File: src/rtl/machine_timer.sv
// Machine-mode timer: 64-bit mtime/mtimecmp behind a word register port,
// advanced by the prescaler tick, driving a level MTIP interrupt.
module machine_timer #(
    parameter logic [63:0] CMP_RST = 64'hFFFF_FFFF_FFFF_FFFF
) (
    input  logic        clk,
    input  logic        rst_n,
    input  logic        tick_i,
    input  logic        we_i,
    input  logic        re_i,
    input  logic [2:0]  addr_i,
    input  logic [31:0] wdata_i,
    output logic [31:0] rdata_o,
    output logic        rvalid_o,
    output logic        timer_irq_o
);

    typedef enum logic [2:0] {
        IDX_MTIME_LO   = 3'd0,
        IDX_MTIME_HI   = 3'd1,
        IDX_CMP_LO     = 3'd2,
        IDX_CMP_HI     = 3'd3,
        IDX_CTRL       = 3'd4,
        IDX_MTIME_SNAP = 3'd5,
        IDX_RSVD6      = 3'd6,
        IDX_RSVD7      = 3'd7
    } reg_idx_t;

    reg_idx_t    idx;
    logic [63:0] mtime;
    logic [63:0] mtimecmp;
    logic [63:0] mtime_next;
    logic [31:0] snap;
    logic [31:0] read_mux;
    logic        en;
    logic        reload;
    logic        reached;

    assign idx     = reg_idx_t'(addr_i);
    assign reached = (mtime >= mtimecmp);

    // Read mux sees only registered state, so a same-cycle write is not visible.
    always_comb begin
        read_mux = '0;
        case (idx)
            IDX_MTIME_LO:   read_mux = mtime[31:0];
            IDX_MTIME_HI:   read_mux = mtime[63:32];
            IDX_CMP_LO:     read_mux = mtimecmp[31:0];
            IDX_CMP_HI:     read_mux = mtimecmp[63:32];
            IDX_CTRL:       read_mux = {30'b0, reload, en};
            IDX_MTIME_SNAP: read_mux = snap;
            default:        read_mux = '0;
        endcase
    end

    // A software write to either mtime half suppresses that cycle's tick entirely.
    always_comb begin
        mtime_next = mtime;
        if (we_i && idx == IDX_MTIME_LO) begin
            mtime_next[31:0] = wdata_i;
        end else if (we_i && idx == IDX_MTIME_HI) begin
            mtime_next[63:32] = wdata_i;
        end else if (tick_i && en) begin
            mtime_next = (reload && reached) ? '0 : mtime + 64'd1;
        end
    end

    always_ff @(posedge clk) begin
        if (!rst_n) begin
            mtime       <= '0;
            mtimecmp    <= CMP_RST;
            en          <= 1'b0;
            reload      <= 1'b0;
            snap        <= '0;
            rdata_o     <= '0;
            rvalid_o    <= 1'b0;
            timer_irq_o <= 1'b0;
        end else begin
            mtime       <= mtime_next;
            rvalid_o    <= re_i;
            timer_irq_o <= en & reached;
            if (re_i) begin
                rdata_o <= read_mux;
            end
            if (re_i && idx == IDX_MTIME_LO) begin
                snap <= mtime[63:32];
            end
            if (we_i) begin
                case (idx)
                    IDX_CMP_LO: mtimecmp[31:0]  <= wdata_i;
                    IDX_CMP_HI: mtimecmp[63:32] <= wdata_i;
                    IDX_CTRL: begin
                        en     <= wdata_i[0];
                        reload <= wdata_i[1];
                    end
                    default: ;
                endcase
            end
        end
    end

endmodule

File: config.mk
export PLATFORM = sky130hd
export DESIGN_NAME = machine_timer
export DESIGN_NICKNAME = d
export VERILOG_FILES = /design/src/rtl/machine_timer.sv
export SDC_FILE = /design/constraint.sdc
export NUM_CORES = 1
export LEC_CHECK = 0
export CAP_MARGIN = 25
export CORE_MARGIN = 10
export CORE_UTILIZATION = 30
export DETAILED_ROUTE_END_ITERATION = 8
export RECOVER_POWER = 25
export SYNTH_ARGS = -nofsm -noshare
export SYNTH_HDL_FRONTEND = slang
export SYNTH_SLANG_ARGS = --single-unit
export TNS_END_PERCENT = 20
File: constraint.sdc
create_clock -name clk -period 8.35 [get_ports clk]
set_clock_uncertainty 0.1 [all_clocks]
set_input_delay 2.505 -clock clk [delete_from_list [all_inputs] [get_ports clk]]
set_output_delay 2.505 -clock clk [all_outputs]
set_load 0.05 [all_outputs]
==> results.toml <==
[outcome]
outcome = "finished, violations left"
failed_checks = "max-capacitance violations, max-slew violations"

[sta]
rsz0062_at_grt = "false"
tightest_slew_ps = 2640
slew_violations = 95
max_freq_ghz = 0.163
tns_ps = 0
setup-violations-final = 0
period_share = 0.736
finalHoldViolCount = 0
fin_crit_ps = 6150
slew_headroom = -0.761
fin_hold_ws_ps = 354

[detailed_routing]
drt-total-wl_microns = 36800
ant_nets = 0
vias = 10600
route.detailed.drc = 0
wl_per_cell_microns = 18.9
routed_via_density = 5.44
drtIter0Drc = 831
firstDrtPassIters = 5

[setup_path]
path_depth = 5
crit_buf_inv = 2
startpoint_type = "input port"
worst_path_largest_cell_delay_ps = 1830
path_cells = "clkbuf_1, clkbuf_1, and3_1, a31oi_1, o21ai_0"
worstReg2RegStart = "mtime[35]$_SDFFE_PN0P_"
cp.required_ps = 8630
critPathTopFamily = "buffers and inverters"
startpoint = "rst_n"
reg2reg_depth = 11
setup.worst_path.end = "mtime[45]$_SDFFE_PN0P_"
ff2ff_setup_slack_ps = 4600
cp_common_cell = "clkbuf_1"
timing.rr.end = "mtime[22]$_SDFFE_PN0P_"
cp_slowest_cell = "clkbuf_1"
cp_max_fo = 52
crit_type = "input port to register"
crit_arrival_ps = 6430
endpoint_kind = "register"

[clock_network]
cts.sink_count = 196
clkTransAtPathRegs_ps = 80
insertion_delay_ps = 450
cts_tree = "done"
cts_setup_buffers = 0
hold_buffers = 0
clockBufferDepth = 2
ctsResizeCount = 0
cts-root-buf = "clkbuf_16"
cts_made_buffers = 17
h-tree-depth = 4

[yosys]
synth_top_area_frac = 0.345
synth_area_leader_cell = "dfxtp_1"
netlist_top_cells_count = "200 x nand2_1, 196 x dfxtp_1, 155 x a21oi_1, 97 x nor2_1, 76 x clkbuf_1"
avgSynthCellArea_sq_um = 8.03
yosysWarnings = 0
synth.distinct_cells = 66
ys_ff_latch = 196
synth.area.top_cells = "dfxtp_1 35%, ha_1 7.2%, a21oi_1 6.8%"
synth.most_common_cell = "nand2_1"
async_flop_share = 0
syn_area_sq_um = 11400
synth_enable_flop_cells = 0
syn_nets = 1520
synth_cells = 1415
synthFlopType = "dfxtp_1"
yosysSeqAreaShare = 0.345

[place]
gp_congestion = 0.885
numPortBuffers = 73
hpwlAfterDp_microns = 25500
place_inst = 1916

[cells_and_area]
area_growth_syn_to_layout_pct = 15.0
fillers = 3915
fin_nets = 1530
drive_above_1_share = 0.0772
multi_input_area_sq_um = 6770
seq_area_sq_um = 3920
diodes = 0
instances_no_fill = 1948

[global_routing]
grt_pass1_vias = 10200
grt-ovfl-total = 0
grt.total_usage = 0.158
grt_pass1_wl_microns = 58900
antenna_found_initial = 0
grt_max_degree = 72

[power]
powerDensity_nw_per_um2 = 168
p_leak_nw = 5.13
intPower_mw = 1.55
power_frac_seq = 0.477
p_switching_uw = 649
ir_worst_vdd_mv = 0.107
clkPwrFrac = 0.380
switching_share = 0.296
pwr-share-comb = 0.143

[job]
drv_cap = 2

[floorplan]
die_y_microns = 215
initial_core_util = 0.303
io_pins = 74
core_sq_um = 37500
die_w_microns = 215
rows = 71
die-area_sq_um = 46000

[min_path]
hold_path.class = "register to register"
min_path_cells = 2
==> through the flow <==
step | utilization | worst slack, ps | cell area [sq um] | power (mW)
floorplan | - | 3890 | 11400 | 1.26
global placement | 0.333 | 2790 | 12500 | 1.38
detailed placement | 0.333 | 2800 | 12500 | 1.38
CTS | 0.348 | 3270 | 13000 | 2.21
global route | 0.348 | 1880 | 13100 | 2.29
finish | 0.348 | 2200 | 13100 | 2.20
==> how the worst min path moves through the flow <==
stage	from	end	slack (ps)
after global routing	snap[18]$_SDFFE_PN0P_	snap[18]$_SDFFE_PN0P_	380
after floorplan	snap[0]$_SDFFE_PN0P_	snap[0]$_SDFFE_PN0P_	330
after detailed placement	snap[31]$_SDFFE_PN0P_	snap[31]$_SDFFE_PN0P_	350
final	snap[22]$_SDFFE_PN0P_	snap[22]$_SDFFE_PN0P_	350
after global placement	snap[12]$_SDFFE_PN0P_	snap[12]$_SDFFE_PN0P_	340
after CTS	snap[16]$_SDFFE_PN0P_	snap[16]$_SDFFE_PN0P_	360
==> cells in the final DEF (no fill, tap or decap), drive strengths merged, types with 17 or more instances in the layout <==
cell type and instances:
nand2 200, nor2b 35, dlygate4sd3 34, clkbuf 21, nand3 46, o211ai 63
nor3 42, mux4 29, nor2 97, and3 17, ha 65, a22oi 36
dfxtp 196, inv 79, o21ai 53, nand4 28, clkdlybuf4s50 35, buf 21
and2 22, a21oi 156, a31oi 33
==> state kept, by name (all words and copies together), names as in the netlist <==
register     count
mtime           64
rdata_o         32
timer_irq_o      1
mtimecmp        64
reload           1
snap            32
en               1
rvalid_o         1
==> logic make-up after synthesis <==
family,count (synthesis),synth area share
mux,39,0.0666
flops,196,0.345
buf+inv,176,0.0612
fa+ha+maj,65,0.0716
xor+xnor,3,0.00231
simple gates,548,0.240
compound gates,388,0.213
==> tightest hold or removal path, stage by stage, from the launching register on <==
cell and delay (ps):
dfxtp_1 310, nand2_1 50, a21oi_1 50
==> power groups by stage <==
stage | clock network [mW] | registers, mW | logic [mW]
floorplan | 0 | 1.06 | 0.200
global placement | 0 | 1.07 | 0.310
detailed placement | 0 | 1.07 | 0.317
CTS | 0.849 | 1.05 | 0.318
global route | 0.884 | 1.06 | 0.348
finish | 0.833 | 1.05 | 0.315
==> area by class of cell <==
class                   instances  share of cell area
clock inverters                12             0.00939
clock buffers                  19              0.0347
well taps                     511              0.0489
inverters                      75              0.0217
repair buffers                 92              0.0665
multi-input cells            1043               0.518
flip-flops and latches        196               0.300
==> routing by layer <==
| metal | wire (microns) | track usage | up-vias |
|---|---|---|---|
| li1 | - | - | 5159 |
| met5 | 0 | 0 | - |
| met2 | 17300 | 0.255 | 274 |
| met3 | 1630 | 0.0240 | 30 |
| met4 | 494 | 0.0407 | 0 |
| met1 | 17500 | 0.214 | 5130 |
Power figures use the tool's default switching activity.
==> patch 1: new RTL, same flow settings <==
Make the reset (`rst_n`) asynchronous in one clocked block.
--- a/src/rtl/machine_timer.sv
+++ b/src/rtl/machine_timer.sv
@@ -65,7 +65,7 @@
         end
     end
 
-    always_ff @(posedge clk) begin
+    always_ff @(posedge clk or negedge rst_n) begin
         if (!rst_n) begin
             mtime       <= '0;
             mtimecmp    <= CMP_RST;
Function: differs if rst_n is asserted again (counterexample within 4 cycles, from zero or initial values and one cycle with rst_n low); with rst_n held inactive, the same outputs for 4 cycles.
==> patch 1 against the unedited design <==
The run still ends with max-capacitance violations, max-slew violations left. Setup slack lost 0.074 ns. Sequential share of layout area grew 5.9 points. Wire length grew 11%. Sequential cell count is the same. Area after synthesis grew 5.1%. Register-to-register slack lost 0.84 ns. Cell area grew 6.2%. Count of clock-buffer cells in the layout is the same. Fmax shrank 1.2%. Synthesized cell count shrank 9.0%. Die area grew 4.6%. Largest cell class unchanged.
Power is not compared: it rests on default switching activity, and its combinational part moved more than twofold at a synthesized area within 25%.
==> patch 1: results (changes against the unedited design) <==
** Placement
- Gpl congestion :: 0.942 (was 0.885)
- The total half-perimeter wirelength after legalization and detailed placement is 29300 um (was 25500 um).
- Placed instance count :: 1835 (was 1916)
- Pre-CTS WS :: 2.14 ns (was 2.80 ns)

** STA
- The period utilization came to 74.5% (was 73.6%).
- The number of max-slew violations in the final report came to 116 (was 95).
- The worst-case headroom to the max-slew limit is -194% (was -76.1%).
- Worst hold margin :: 0.381 ns (was 0.354 ns)

** Run status
- Violated checks :: max-capacitance violations, max-slew violations (unchanged)
- Result of the run: finished with violations (unchanged).

** GRT
- The global-route wire length before repair is 63900 um (was 58900 um).
- The all-layer global routing usage was 17.0% (was 15.8%).
- The via count of the first global-routing pass is 10.3k (was 10.2k).

** Job
- Max-capacitance violation count :: 2 (unchanged)

** Yosys
- Compound-gate portion of the synthesized area :: 20.9% (was 21.3%)
- The count of mapped cells out of synthesis was 1288 (was 1415).
- Share of synthesized area spent on multiplexers :: 8.30% (was 6.66%)

** Setup path
- Worst r2r dst :: mtime[42]$_DFFE_PN0P_ (was mtime[22]$_SDFFE_PN0P_)
- Signal arrival time at the worst endpoint :: 5.64 ns (was 6.43 ns)
- Startpoint of the most critical register-to-register path :: mtime[54]$_DFFE_PN0P_ (was mtime[35]$_SDFFE_PN0P_)
- The maximum net fanout on the critical path is 72 (was 52).
- Reg-to-reg slack, setup :: 3.76 ns (was 4.60 ns)

** Cells and area
- Fill cell instance count of the final layout :: 3992 (was 3915)

** Detailed routing
- The post-detailed-route via-to-cell ratio was 5.65 (was 5.44).

** Hold path
- Worst min-delay path startpoint :: rdata_o[23]$_DFFE_PN0P_ (was snap[22]$_SDFFE_PN0P_)
- Endpoint, Worst Hold :: rdata_o[23]$_DFFE_PN0P_ (was snap[22]$_SDFFE_PN0P_)
==> patch 1: changes by cell type after synthesis, sizes merged, moves of 64 or more <==
cell and delta:
dfstp +64, nor2 -66, dfxtp -196, mux2 +75
a21oi -74, dfrtp +132
==> patch 1: cell type report <==
class,count,area (um^2),share of cell area [%]
Multi-Input combinational cell,928,6380,46.0
Inverter,85,319,2.30
Timing Repair Buffer,103,996,7.18
Clock buffer,19,443,3.19
Tap cell,525,657,4.73
Clock inverter,13,101,0.730
Sequential cell,196,4980,35.9
==> patch 1: power breakdown <==
| group | internal, mW | switching, mW | total, mW |
|---|---|---|---|
| Clock | 0.393 | 0.408 | 0.801 |
| Combinational | 0.607 | 0.821 | 1.43 |
| Sequential | 1.29 | 0.400 | 1.69 |
==> patch 1: routing by layer <==
metal | global-route usage [%] | wire length (um) | vias up
met2 | 28.8 | 20100 | 364
met1 | 22.4 | 17800 | 5304
met5 | 0 | 0 | -
met3 | 2.33 | 2270 | 50
li1 | - | - | 4839
met4 | 4.64 | 831 | 0
==> patch 2: new RTL, same flow settings <==
Made on the original files. Set the parameter `CMP_RST` to 64'h8000000000000000 (it was 64'hFFFF_FFFF_FFFF_FFFF).
--- a/src/rtl/machine_timer.sv
+++ b/src/rtl/machine_timer.sv
@@ -1,7 +1,7 @@
 // Machine-mode timer: 64-bit mtime/mtimecmp behind a word register port,
 // advanced by the prescaler tick, driving a level MTIP interrupt.
 module machine_timer #(
-    parameter logic [63:0] CMP_RST = 64'hFFFF_FFFF_FFFF_FFFF
+    parameter logic [63:0] CMP_RST = 64'h8000000000000000
 ) (
     input  logic        clk,
     input  logic        rst_n,
Check against the original RTL: not equivalent (Yosys sat finds a counterexample within 4 cycles, from zero or initial values and one cycle with rst_n low).
==> patch 2 against the unedited design <==
The flow still finishes with violations (max-capacitance violations, max-slew violations). Die area rose by 0.85%. Cell area is 1.8% higher. Utilization rose by 0.48 points. Setup slack improved by 0.73 ns. Sequential cell count did not move. Area after synthesis grew 0.94%. Wire length is 8.3% higher. Power is 16% higher. Critical endpoint is now rdata_o[7]$_SDFFE_PN0P_.
==> patch 2: results (changes against the unedited design) <==
** Run status
- Result of the run :: finished with violations (unchanged)
- Violated checks: max-capacitance violations, max-slew violations (unchanged).

** Clock tree
- H-tree depth :: 4 (unchanged)

** Yosys
- Top cell types by occurrence after synthesis: 316 x nand2_1, 196 x dfxtp_1, 164 x a21oi_1 (was 200 x nand2_1, 196 x dfxtp_1, 155 x a21oi_1).
- Async set or reset register ratio after synthesis :: 0% (unchanged)
- The number of nets in the synthesized netlist was 1598 (was 1520).
- Synth area leaders: dfxtp_1 34%, nand2_1 10%, a21oi_1 7.2% (was dfxtp_1 35%, ha_1 7.2%, a21oi_1 6.8%).
- The distinct cell type count of the synthesized netlist was 59 (was 66).
- The average footprint of a synthesized cell is 7.68 um^2 (was 8.03 um^2).
- Share of synthesized area occupied by flip-flops and latches :: 34.2% (was 34.5%)

** GRT
- First-pass GRT wire length :: 62500 um (was 58900 um)
- The via count of the first global-routing pass came to 10.8k (was 10.2k).
- The all-layer global routing usage came to 16.7% (was 15.8%).
- Maximum number of pins on one net before global-route repair :: 80 (was 72)

** Hold path
- Worst min-delay path startpoint :: snap[21]$_SDFFE_PN0P_ (was snap[22]$_SDFFE_PN0P_)
- Endpoint, Worst Hold :: snap[21]$_SDFFE_PN0P_ (was snap[22]$_SDFFE_PN0P_)

** Pwr
- The worst IR drop on VDD was 0.000103 V (was 0.000107 V).
- Static leakage power :: 4.71 nW (was 5.13 nW)

** Detailed routing
- Iteration-0 DRC count of the detailed router :: 950 (was 831)
- Length of the first detailed-routing pass in iterations :: 6 (was 5)
- The post-detailed-route via-to-cell ratio is 5.54 (was 5.44).
- Routed wire length per instance :: 19.6 um (was 18.9 um)

** Setup path
- The worst reg2reg path startpoint is mtime[55]$_SDFFE_PN0P_ (was mtime[35]$_SDFFE_PN0P_).
- The register-to-register setup slack was 4.26 ns (was 4.60 ns).
- Worst Reg-to-Reg Cells :: 9 (was 11)
- Category of cells accounting for the largest share of critical-path delay :: buffers and inverters (unchanged)
- The highest cell delay on the worst timing path is 1.38 ns (was 1.83 ns).
- Worst r2r dst :: mtime[47]$_SDFFE_PN0P_ (was mtime[22]$_SDFFE_PN0P_)
- The worst endpoint data arrival time was 5.71 ns (was 6.43 ns).
- The maximum net fanout on the critical path came to 29 (was 52).

** Placement
- Gpl congestion :: 0.855 (was 0.885)
- The count of input and output buffers came to 73 (unchanged).
- Dpl hpwl :: 27700 um (was 25500 um)

** Cells and area
- Antenna cell count :: 0 (unchanged)
- The share of final-layout standard cells stronger than drive strength 1 is 7.15% (was 7.72%).
- Post-Layout Cell Count :: 2036 (was 1948)

** Job
- Max-capacitance violation count :: 2 (unchanged)

** STA
- Final max-slew violation count :: 63 (was 95)
- The slew of the pin with the lowest slew margin was 2.02 ns (was 2.64 ns).
[patch 2: changes by cell type after synthesis, sizes merged, moves of 12 or more]
cell	before	now
a31oi	33	5
a32oi	7	21
and2	22	7
and3	17	29
nand2	200	316
nor2	97	130
nor2b	35	2
nor3	42	26
nor4	9	32
nor4b	1	17
o211ai	63	30
o21ai	53	71
or4	14	0
[patch 2: metrics by stage]
stage	hold WS, ns	power, mW	setup slack (ns)	cell area, um^2
2_1_floorplan	0.336	1.46	3.94	11500
3_3_place_gp	0.342	1.66	2.04	12600
3_5_place_dp	0.347	1.68	2.26	12700
4_1_cts	0.359	2.55	2.73	13300
5_1_grt	0.376	2.66	2.71	13300
6_report	0.360	2.54	2.93	13300
[patch 2: worst max-delay path by stage]
stage / from / to / depth (start not counted)
6_report: addr_i[2] / rdata_o[7]$_SDFFE_PN0P_ / 8
3_5_place_dp: addr_i[0] / mtime[51]$_SDFFE_PN0P_ / 8
5_1_grt: addr_i[1] / mtime[47]$_SDFFE_PN0P_ / 9
3_3_place_gp: addr_i[0] / mtime[51]$_SDFFE_PN0P_ / 7
2_1_floorplan: addr_i[1] / rdata_o[10]$_SDFFE_PN0P_ / 7
4_1_cts: addr_i[0] / mtime[47]$_SDFFE_PN0P_ / 8
[patch 2: final cells by class]
class | count | area, um^2
Sequential cell | 196 | 3920
Tap cell | 511 | 639
Multi-Input combinational cell | 1121 | 6900
Clock inverter | 14 | 181
Fill cell | 3983 | 24400
Inverter | 78 | 298
Clock buffer | 18 | 439
Timing Repair Buffer | 98 | 923
[patch 2: power breakdown]
part | leakage (nW) | switching [mW] | total, mW | internal, mW
Clock | 0.303 | 0.436 | 0.878 | 0.442
Sequential | 1.59 | 0.134 | 1.13 | 1.00
Combinational | 2.81 | 0.312 | 0.528 | 0.216
Total | 4.71 | 0.881 | 2.54 | 1.66
[patch 2: layer usage]
layer | vias up | wire length (um) | global-route usage [%]
li1 | 5376 | - | -
met1 | 5440 | 18300 | 22.6
met2 | 420 | 18400 | 27.0
met3 | 53 | 2480 | 2.57
met4 | 0 | 701 | 4.46
met5 | - | 0 | 0
[patch 2: worst register-to-register path: stages (launching register included)]
cell and delay, ns:
dfxtp_1 0.42, ha_1 0.36, nand4_1 0.19, nor4_1 0.98, nand3_1 0.20, o22ai_1 0.30
a2111o_1 0.17, nand2_1 0.62, nand2_1 0.49, o21ai_0 0.14
[patch 2: cell families after synthesis]
kind of cell	synth area share, %
xor gates and xnor gates	0.535
buffers and inverters	5.90
and+or+nand+nor	26.2
DFF	34.2
muxes	6.87
adders and majority gates	7.09
AOI/OAI and AO/OA	19.2
